## src/rtl/pipe_pkg.sv

```systemverilog
// Shared definitions for pipeline stage registers: state encoding and default field widths.
package pipe_pkg;

  localparam int unsigned WB_CTRL_W = 4;
  localparam int unsigned XLEN      = 32;
  localparam int unsigned REG_IDX_W = 5;

  // MEM/WB payload: DM read data, ALU result, rd index and pc+4.
  localparam int unsigned MEM_WB_DATA_W = 3 * XLEN + REG_IDX_W;

  localparam logic [1:0] ST_EMPTY = 2'd0;
  localparam logic [1:0] ST_ONE   = 2'd1;
  localparam logic [1:0] ST_TWO   = 2'd2;

  typedef enum logic [1:0] {
    StEmpty = ST_EMPTY,
    StOne   = ST_ONE,
    StTwo   = ST_TWO
  } stage_state_e;

endpackage

```

## src/rtl/pipe_entry.sv

```systemverilog
// One held pipeline beat: control + data register with load enable and a control-only clear.
module pipe_entry
  import pipe_pkg::*;
#(
  parameter int unsigned CTRL_W = WB_CTRL_W,
  parameter int unsigned DATA_W = MEM_WB_DATA_W
) (
  input  logic              clk_i,
  input  logic              rst_i,
  input  logic              load_i,
  input  logic              clr_ctrl_i,
  input  logic [CTRL_W-1:0] ctrl_i,
  input  logic [DATA_W-1:0] data_i,
  output logic [CTRL_W-1:0] ctrl_o,
  output logic [DATA_W-1:0] data_o
);

  logic [CTRL_W-1:0] ctrl_d, ctrl_q;
  logic [DATA_W-1:0] data_d, data_q;

  // Clearing touches only ctrl so a killed entry reads as a NOP while data stays put.
  always_comb begin
    ctrl_d = ctrl_q;
    data_d = data_q;
    if (load_i) begin
      ctrl_d = ctrl_i;
      data_d = data_i;
    end else if (clr_ctrl_i) begin
      ctrl_d = '0;
    end
  end

  always_ff @(posedge clk_i or posedge rst_i) begin
    if (rst_i) begin
      ctrl_q <= '0;
      data_q <= '0;
    end else begin
      ctrl_q <= ctrl_d;
      data_q <= data_d;
    end
  end

  assign ctrl_o = ctrl_q;
  assign data_o = data_q;

endmodule

```

## src/rtl/pipe_stage_reg.sv

```systemverilog
// Reusable pipeline stage register with valid/ready handshake, optional skid entry and flush.
module pipe_stage_reg
  import pipe_pkg::*;
#(
  parameter int unsigned CTRL_W = WB_CTRL_W,
  parameter int unsigned DATA_W = MEM_WB_DATA_W,
  parameter bit          SKID   = 1'b1
) (
  input  logic              clk_i,
  input  logic              rst_i,
  input  logic              flush_i,
  input  logic              in_valid_i,
  output logic              in_ready_o,
  input  logic [CTRL_W-1:0] in_ctrl_i,
  input  logic [DATA_W-1:0] in_data_i,
  output logic              out_valid_o,
  input  logic              out_ready_i,
  output logic [CTRL_W-1:0] out_ctrl_o,
  output logic [DATA_W-1:0] out_data_o,
  output logic [1:0]        occupancy_o
);

  stage_state_e state_d, state_q;

  logic              in_ready;
  logic              accept;
  logic              out_valid;
  logic              main_load;
  logic              skid_load;
  logic              main_from_skid;
  logic [CTRL_W-1:0] main_ctrl_in, main_ctrl, skid_ctrl;
  logic [DATA_W-1:0] main_data_in, main_data, skid_data;

  assign out_valid = (state_q != StEmpty);

  // With SKID the ready depends on state only, so out_ready_i never reaches in_ready_o.
  always_comb begin
    in_ready = 1'b0;
    if (!rst_i) begin
      if (SKID) begin
        in_ready = (state_q != StTwo);
      end else begin
        in_ready = !out_valid || out_ready_i;
      end
    end
  end

  assign accept = in_valid_i && in_ready;

  always_comb begin
    state_d        = state_q;
    main_load      = 1'b0;
    skid_load      = 1'b0;
    main_from_skid = 1'b0;
    if (flush_i) begin
      state_d = StEmpty;
    end else begin
      unique case (state_q)
        StEmpty: begin
          if (accept) begin
            main_load = 1'b1;
            state_d   = StOne;
          end
        end
        StOne: begin
          if (accept) begin
            if (out_ready_i) begin
              main_load = 1'b1;
            end else begin
              skid_load = 1'b1;
              state_d   = StTwo;
            end
          end else if (out_ready_i) begin
            state_d = StEmpty;
          end
        end
        StTwo: begin
          if (out_ready_i) begin
            main_load      = 1'b1;
            main_from_skid = 1'b1;
            state_d        = StOne;
          end
        end
        default: state_d = StEmpty;
      endcase
    end
  end

  always_ff @(posedge clk_i or posedge rst_i) begin
    if (rst_i) begin
      state_q <= StEmpty;
    end else begin
      state_q <= state_d;
    end
  end

  assign main_ctrl_in = main_from_skid ? skid_ctrl : in_ctrl_i;
  assign main_data_in = main_from_skid ? skid_data : in_data_i;

  pipe_entry #(
    .CTRL_W (CTRL_W),
    .DATA_W (DATA_W)
  ) u_main (
    .clk_i      (clk_i),
    .rst_i      (rst_i),
    .load_i     (main_load),
    .clr_ctrl_i (flush_i),
    .ctrl_i     (main_ctrl_in),
    .data_i     (main_data_in),
    .ctrl_o     (main_ctrl),
    .data_o     (main_data)
  );

  pipe_entry #(
    .CTRL_W (CTRL_W),
    .DATA_W (DATA_W)
  ) u_skid (
    .clk_i      (clk_i),
    .rst_i      (rst_i),
    .load_i     (skid_load),
    .clr_ctrl_i (flush_i),
    .ctrl_i     (in_ctrl_i),
    .data_i     (in_data_i),
    .ctrl_o     (skid_ctrl),
    .data_o     (skid_data)
  );

  assign in_ready_o  = in_ready;
  assign out_valid_o = out_valid;
  assign out_ctrl_o  = out_valid ? main_ctrl : '0;
  assign out_data_o  = main_data;
  assign occupancy_o = state_q;

endmodule

```

## config.mk

```make
export PLATFORM = sky130hd
export DESIGN_NAME = pipe_stage_reg
export DESIGN_NICKNAME = d
export VERILOG_FILES = /design/src/rtl/pipe_pkg.sv /design/src/rtl/pipe_entry.sv /design/src/rtl/pipe_stage_reg.sv
export SDC_FILE = /design/constraint.sdc
export NUM_CORES = 1
export LEC_CHECK = 0
export CORE_AREA = 5 5 144 146
export DETAILED_ROUTE_END_ITERATION = 8
export DIE_AREA = 0 0 149 151
export PLACE_DENSITY = 0.86
export SLEW_MARGIN = 20
export SYNTH_ARGS = -nofsm -noshare
export SYNTH_HDL_FRONTEND = slang
export SYNTH_SLANG_ARGS = --single-unit
```

## constraint.sdc

```tcl
create_clock -name clk_i -period 10.21 [get_ports clk_i]
set_input_delay 2.042 -clock clk_i [delete_from_list [all_inputs] [get_ports clk_i]]
set_output_delay 2.042 -clock clk_i [all_outputs]
set_load 0.01 [all_outputs]
```

Yosys cells after proc, flatten, opt, wreduce, memory -nomap -nowiden
Cells that the tools add are included.
{ "op_classes": {"add_sub_neg": 0, "mux": 25, "bitwise_logic": 0, "n_lt_le_gt_ge": 0, "multipliers": 0, "n_div": 0, "shifts": 0, "n_reduce_logical": 6, "n_eq_ne": 7} }
{ "ops": {"columns": ["operator", "n"], "rows": [
  ["101-bit two-way mux", 1],
  ["4-bit two-way mux", 5],
  ["2-bit two-way mux", 6],
  ["1-bit two-way mux", 11],
  ["4-bit inequality test, second input constant", 2],
  ["3-bit inequality test, second input constant", 2],
  ["2-bit case mux with 3 select lines", 1],
  ["2-bit nonzero test", 3],
  ["4-bit AND reduction", 1],
  ["1-bit case mux with 3 select lines", 1],
  ["2-bit by 1-bit == test with 1-bit output, second input constant", 1],
  ["2-bit == test, second input constant", 1],
  ["2-bit zero test", 1],
  ["2-bit inequality test, second input constant", 1],
  ["1-bit logical AND", 1]
]} }
{ "word_totals": {"ramBits": 0, "n_memories": 0, "out_inout_bits": 109, "inputBits": 110, "romBits": 0, "latchBits": 0, "reg_bits": 212, "elab_cells": 43} }

Depth between registers and ports, before layout
{ "depth": {"ltp_word": 7, "ltp_mapped": 6, "depth_no_buf": 4} }

Hierarchy
From an unflattened synthesis, not the netlist that was laid out.
{ "unflattened": {"hier_cells": 594, "hier_area_um2": 9725.6} }
{ "modules_own_cells": {"columns": ["module", "n_inst", "cells_per_inst", "seq_area_each_um2", "area_per_inst_um2"], "rows": [
  ["pipe_entry", 2, 226, 2627.5, 4002.6],
  ["pipe_stage_reg", 1, 142, 50.0, 1720.4]
]} }

Worst setup path before layout
Ideal clock, no wire load.
{ "synth_path": {"path_type": "input-to-output", "from": "in rst_i", "to": "out in_ready_o", "t_required_ns": 8.168, "stages": 1, "slack_ns": 5.957, "arrival_ns": 2.211, "n_path_buf": 0, "cell_sequence": "nor2_1"} }
{ "synth_between": {"elab_chain_len": 1} }
{ "synth_rtl": {"columns": ["element", "line_no", "text"], "rows": [
  ["start, declared", "pipe_stage_reg.sv:10", "input logic rst_i,"],
  ["1-bit two-way mux", "pipe_stage_reg.sv:39", "if (!rst_i) begin"],
  ["end, declared", "pipe_stage_reg.sv:13", "output logic in_ready_o,"]
]} }
Every way passes these cells.

Worst setup path after layout
Same ends and word-level chain as after synthesis.

==> out/results.md <==
• 219 — IO Pins
• u_skid.data_o[1] — Hold Crit Start
• 228 — 1st-iter DRT viols
• 4.701 ns — pre-CTS setup slack
• 187.3 MHz — upper clock frequency limit
• 0.1854 — Total Routing Usage GR
• 0.1297 mV — peak ir drop on the vdd network
• 0 — number of gates resized after cts
• 218 — quantity of I/O buffers inserted on ports
• 0.6058 — portion of synthesized cell area occupied by the leading cell type
• sky130_fd_sc_hd__dfrtp_1 — library cell with the largest summed area after synthesis
• 149 um — die width
• 1292 — final instance count without filler cells
• 0 — Final Hold Fails
• sky130_fd_sc_hd__clkdlybuf4s50_1 — commonest non-fill, non-tap cell in the layout
• 0.3476 — worst max-slew margin expressed relative to the limit
• 0.02250 mm^2 — floorplan die area
• 16.42 um — wire per inst
• 51 — # rows
• 925 — post-synth net total
• 0 — total setup buffers inserted after CTS
• 0.7813 — routability congestion estimate
• 0 — hold buffers post-CTS
• sky130_fd_sc_hd__dfrtp_1 (61%), sky130_fd_sc_hd__mux2_2 (13%), sky130_fd_sc_hd__nand2_1 (8.7%) — cells taking the most area after synthesis
• 0.06 ns — clock-pin slew of the registers on the worst-case setup and hold paths
• 212 — Seq cells post-synth
• complete, no violations — status
• 6746 — vias in the first global route
• 1 — Clock H-tree levels
• 0 — remaining design rule violation count
• 3 — Max Buffers Root-to-Sink
• 1 — Hold Path Depth
• 8.17 ns — endpoint required time on the critical path
• 34.26 mm — global-route wire length before repair
• 5.198 — vias per cell
• sky130_fd_sc_hd__clkbuf_16 — library cell used as clock root buffer
• 3.30 ns — Worst EP arrival
• 21.22 mm — final wirelength
• 0 — global-route congestion overflow total
• 10.74 um^2 — Post-Synthesis Mean Instance Area
• 136 — largest net degree at the start of global routing
• in2out — classification of the worst setup path
• 0.01148 ns — setup skew after layout
• 0.008757 mm^2 — area of the mapped netlist
• 815 — synthesized instance count
• 0 ns — TNS Setup
• 0 — total of endpoints with negative setup slack in the final report
• 25 — number of distinct library cells after synthesis
• 0.1490 — share of layout cells above drive strength 1
• 0.4544 — initial cell density of the core
• 1249 — count of placed standard cells including taps
• 0.005208 uW — leakage power
• 194.3 mW/mm^2 — Cell Pwr Density
• 0.49 ns — Clock Latency Late Sink
• 5 — 1st-pass router iterations
• 0.6058 — part of the Yosys area used for sequential elements
• 0 — total of warnings raised by yosys
• 0.003217 mm^2 — multi-input logic area
• 212 — Sinks on Clock Net
• 151 um — Die Y
• u_main.data_o[93] — reg-to-reg critical path endpoint
• 5 — Worst Path Max Fanout
• 1520 — FILL cells
• 5 — FF-to-FF path depth
• 23 — number of buffers created by CTS
• 4.871 ns — worst-case setup margin in the final layout
• 0 — antenna violations before repair
• 0.5229 — Final period util
• reg2reg — min-delay worst type
• 0 — Antenna diodes
• 0.9786 ns — transition time at the pin with the least slew margin
• 0 — maxcap violations
• 0 — Routed Antenna Nets
• sky130_fd_sc_hd__clkdlybuf4s50_1 (218), sky130_fd_sc_hd__dfrtp_1 (212), sky130_fd_sc_hd__nand2_1 (203) — top library cells by usage in the layout, fill and taps aside
• 5.339 ns — final critical-path required period
• 1121 — final layout net count
• 2310 uW — total power of the final layout
• 0 — Final Slew Violations
• 0.005305 mm^2 — sequential cell area in the final layout
• occupancy_o[1] — reg2reg start
• 0.01927 mm^2 — Core Region
• 13.61 mm — HPWL Detailed
• yes — CTS tree
• 6716 — vias after detailed routing
• u_skid.data_o[1] — hold-critical path endpoint
• 6.88 ns — register-to-register setup slack
• false — unrepaired setup endpoints after global routing
• primary input — startpoint types
• primary output — critical path endpoint category
• 35.75% — relative area change from synthesis to final layout
## layout make-up
type	count	share of cell area
Clock buffer	30	0.05399
Inverter	2	0.001263
Multi-Input combinational cell	545	0.2706
Tap cell	265	0.02789
Sequential cell	212	0.4463
Timing Repair Buffer	227	0.1929
Clock inverter	11	0.007052
## synth_stat cells
cell / number
sky130_fd_sc_hd__dfrtp_1: 212
sky130_fd_sc_hd__nand2_1: 203
sky130_fd_sc_hd__nor2_1: 111
sky130_fd_sc_hd__a31oi_1: 101
sky130_fd_sc_hd__mux2_2: 101
sky130_fd_sc_hd__buf_2: 25
sky130_fd_sc_hd__clkbuf_1: 23
sky130_fd_sc_hd__buf_4: 6
sky130_fd_sc_hd__nor2b_1: 6
sky130_fd_sc_hd__a211oi_1: 4
sky130_fd_sc_hd__a22o_1: 4
sky130_fd_sc_hd__mux2i_1: 4
sky130_fd_sc_hd__a21oi_1: 2
sky130_fd_sc_hd__inv_1: 2
sky130_fd_sc_hd__and2b_1: 1
sky130_fd_sc_hd__buf_1: 1
sky130_fd_sc_hd__clkbuf_4: 1
sky130_fd_sc_hd__nand3b_1: 1
sky130_fd_sc_hd__nand4bb_1: 1
sky130_fd_sc_hd__nor3_1: 1
sky130_fd_sc_hd__nor3b_1: 1
sky130_fd_sc_hd__o21a_1: 1
sky130_fd_sc_hd__o31ai_2: 1
sky130_fd_sc_hd__or3b_1: 1
sky130_fd_sc_hd__xnor2_1: 1
## registers in the layout, summed over array words and instances, names as in the netlist
name	cells
occupancy_o	2
u_skid.ctrl_o	4
u_main.data_o	101
u_skid.data_o	101
u_main.ctrl_o	4
## power breakdown
group          leakage [uW]  switching (uW)  internal, uW  total (uW)
Clock              0.000369             323           467         790
Combinational       0.00225             181           269         450
Sequential          0.00259            82.8           987        1070
## logic make-up after synthesis
group | Yosys count | share of synthesized area
AOI/OAI and AO/OA | 113 | 0.08301
and+or+nand+nor | 326 | 0.1443
xor gates and xnor gates | 1 | 0.001000
buffers and inverters | 58 | 0.03143
DFF | 212 | 0.6058
muxes | 105 | 0.1344
## per-stage QoR
stage	hold slack (ns)	cell area [um^2]	utilization
final	0.5050	11890	0.6169
after global routing	0.5168	11890	0.6169
after CTS	0.5086	11830	0.6138
after detailed placement	0.4893	11100	0.5762
after global placement	0.4851	11100	0.5762
after floorplan	0.4665	8757	-
## how the worst max path moves through the flow
stage	endpoint	startpoint	depth (start not counted)	slack, ns
after floorplan	occupancy_o[0]	rst_i	1	2.37
after global placement	in_ready_o	rst_i	3	4.88
after detailed placement	u_main.data_o[93]	rst_i	6	4.70
after CTS	in_ready_o	rst_i	3	4.87
after global routing	in_ready_o	rst_i	3	4.82
final	in_ready_o	rst_i	3	4.87
## worst max-delay path, stage by stage
cell and delay [ns]:
sky130_fd_sc_hd__clkdlybuf4s50_1 0.56, sky130_fd_sc_hd__nor2_1 0.15, sky130_fd_sc_hd__clkdlybuf4s50_1 0.54
## metal layers
| layer | track usage | wire, um | up-vias |
|---|---|---|---|
| met4 | 0.05675 | 567 | 0 |
| met5 | 0 | 0 | - |
| li1 | - | - | 3160 |
| met3 | 0.05356 | 1888 | 38 |
| met2 | 0.3048 | 9908 | 250 |
| met1 | 0.2399 | 8854 | 3268 |
Note: power is estimated with default switching activity, not from simulation.
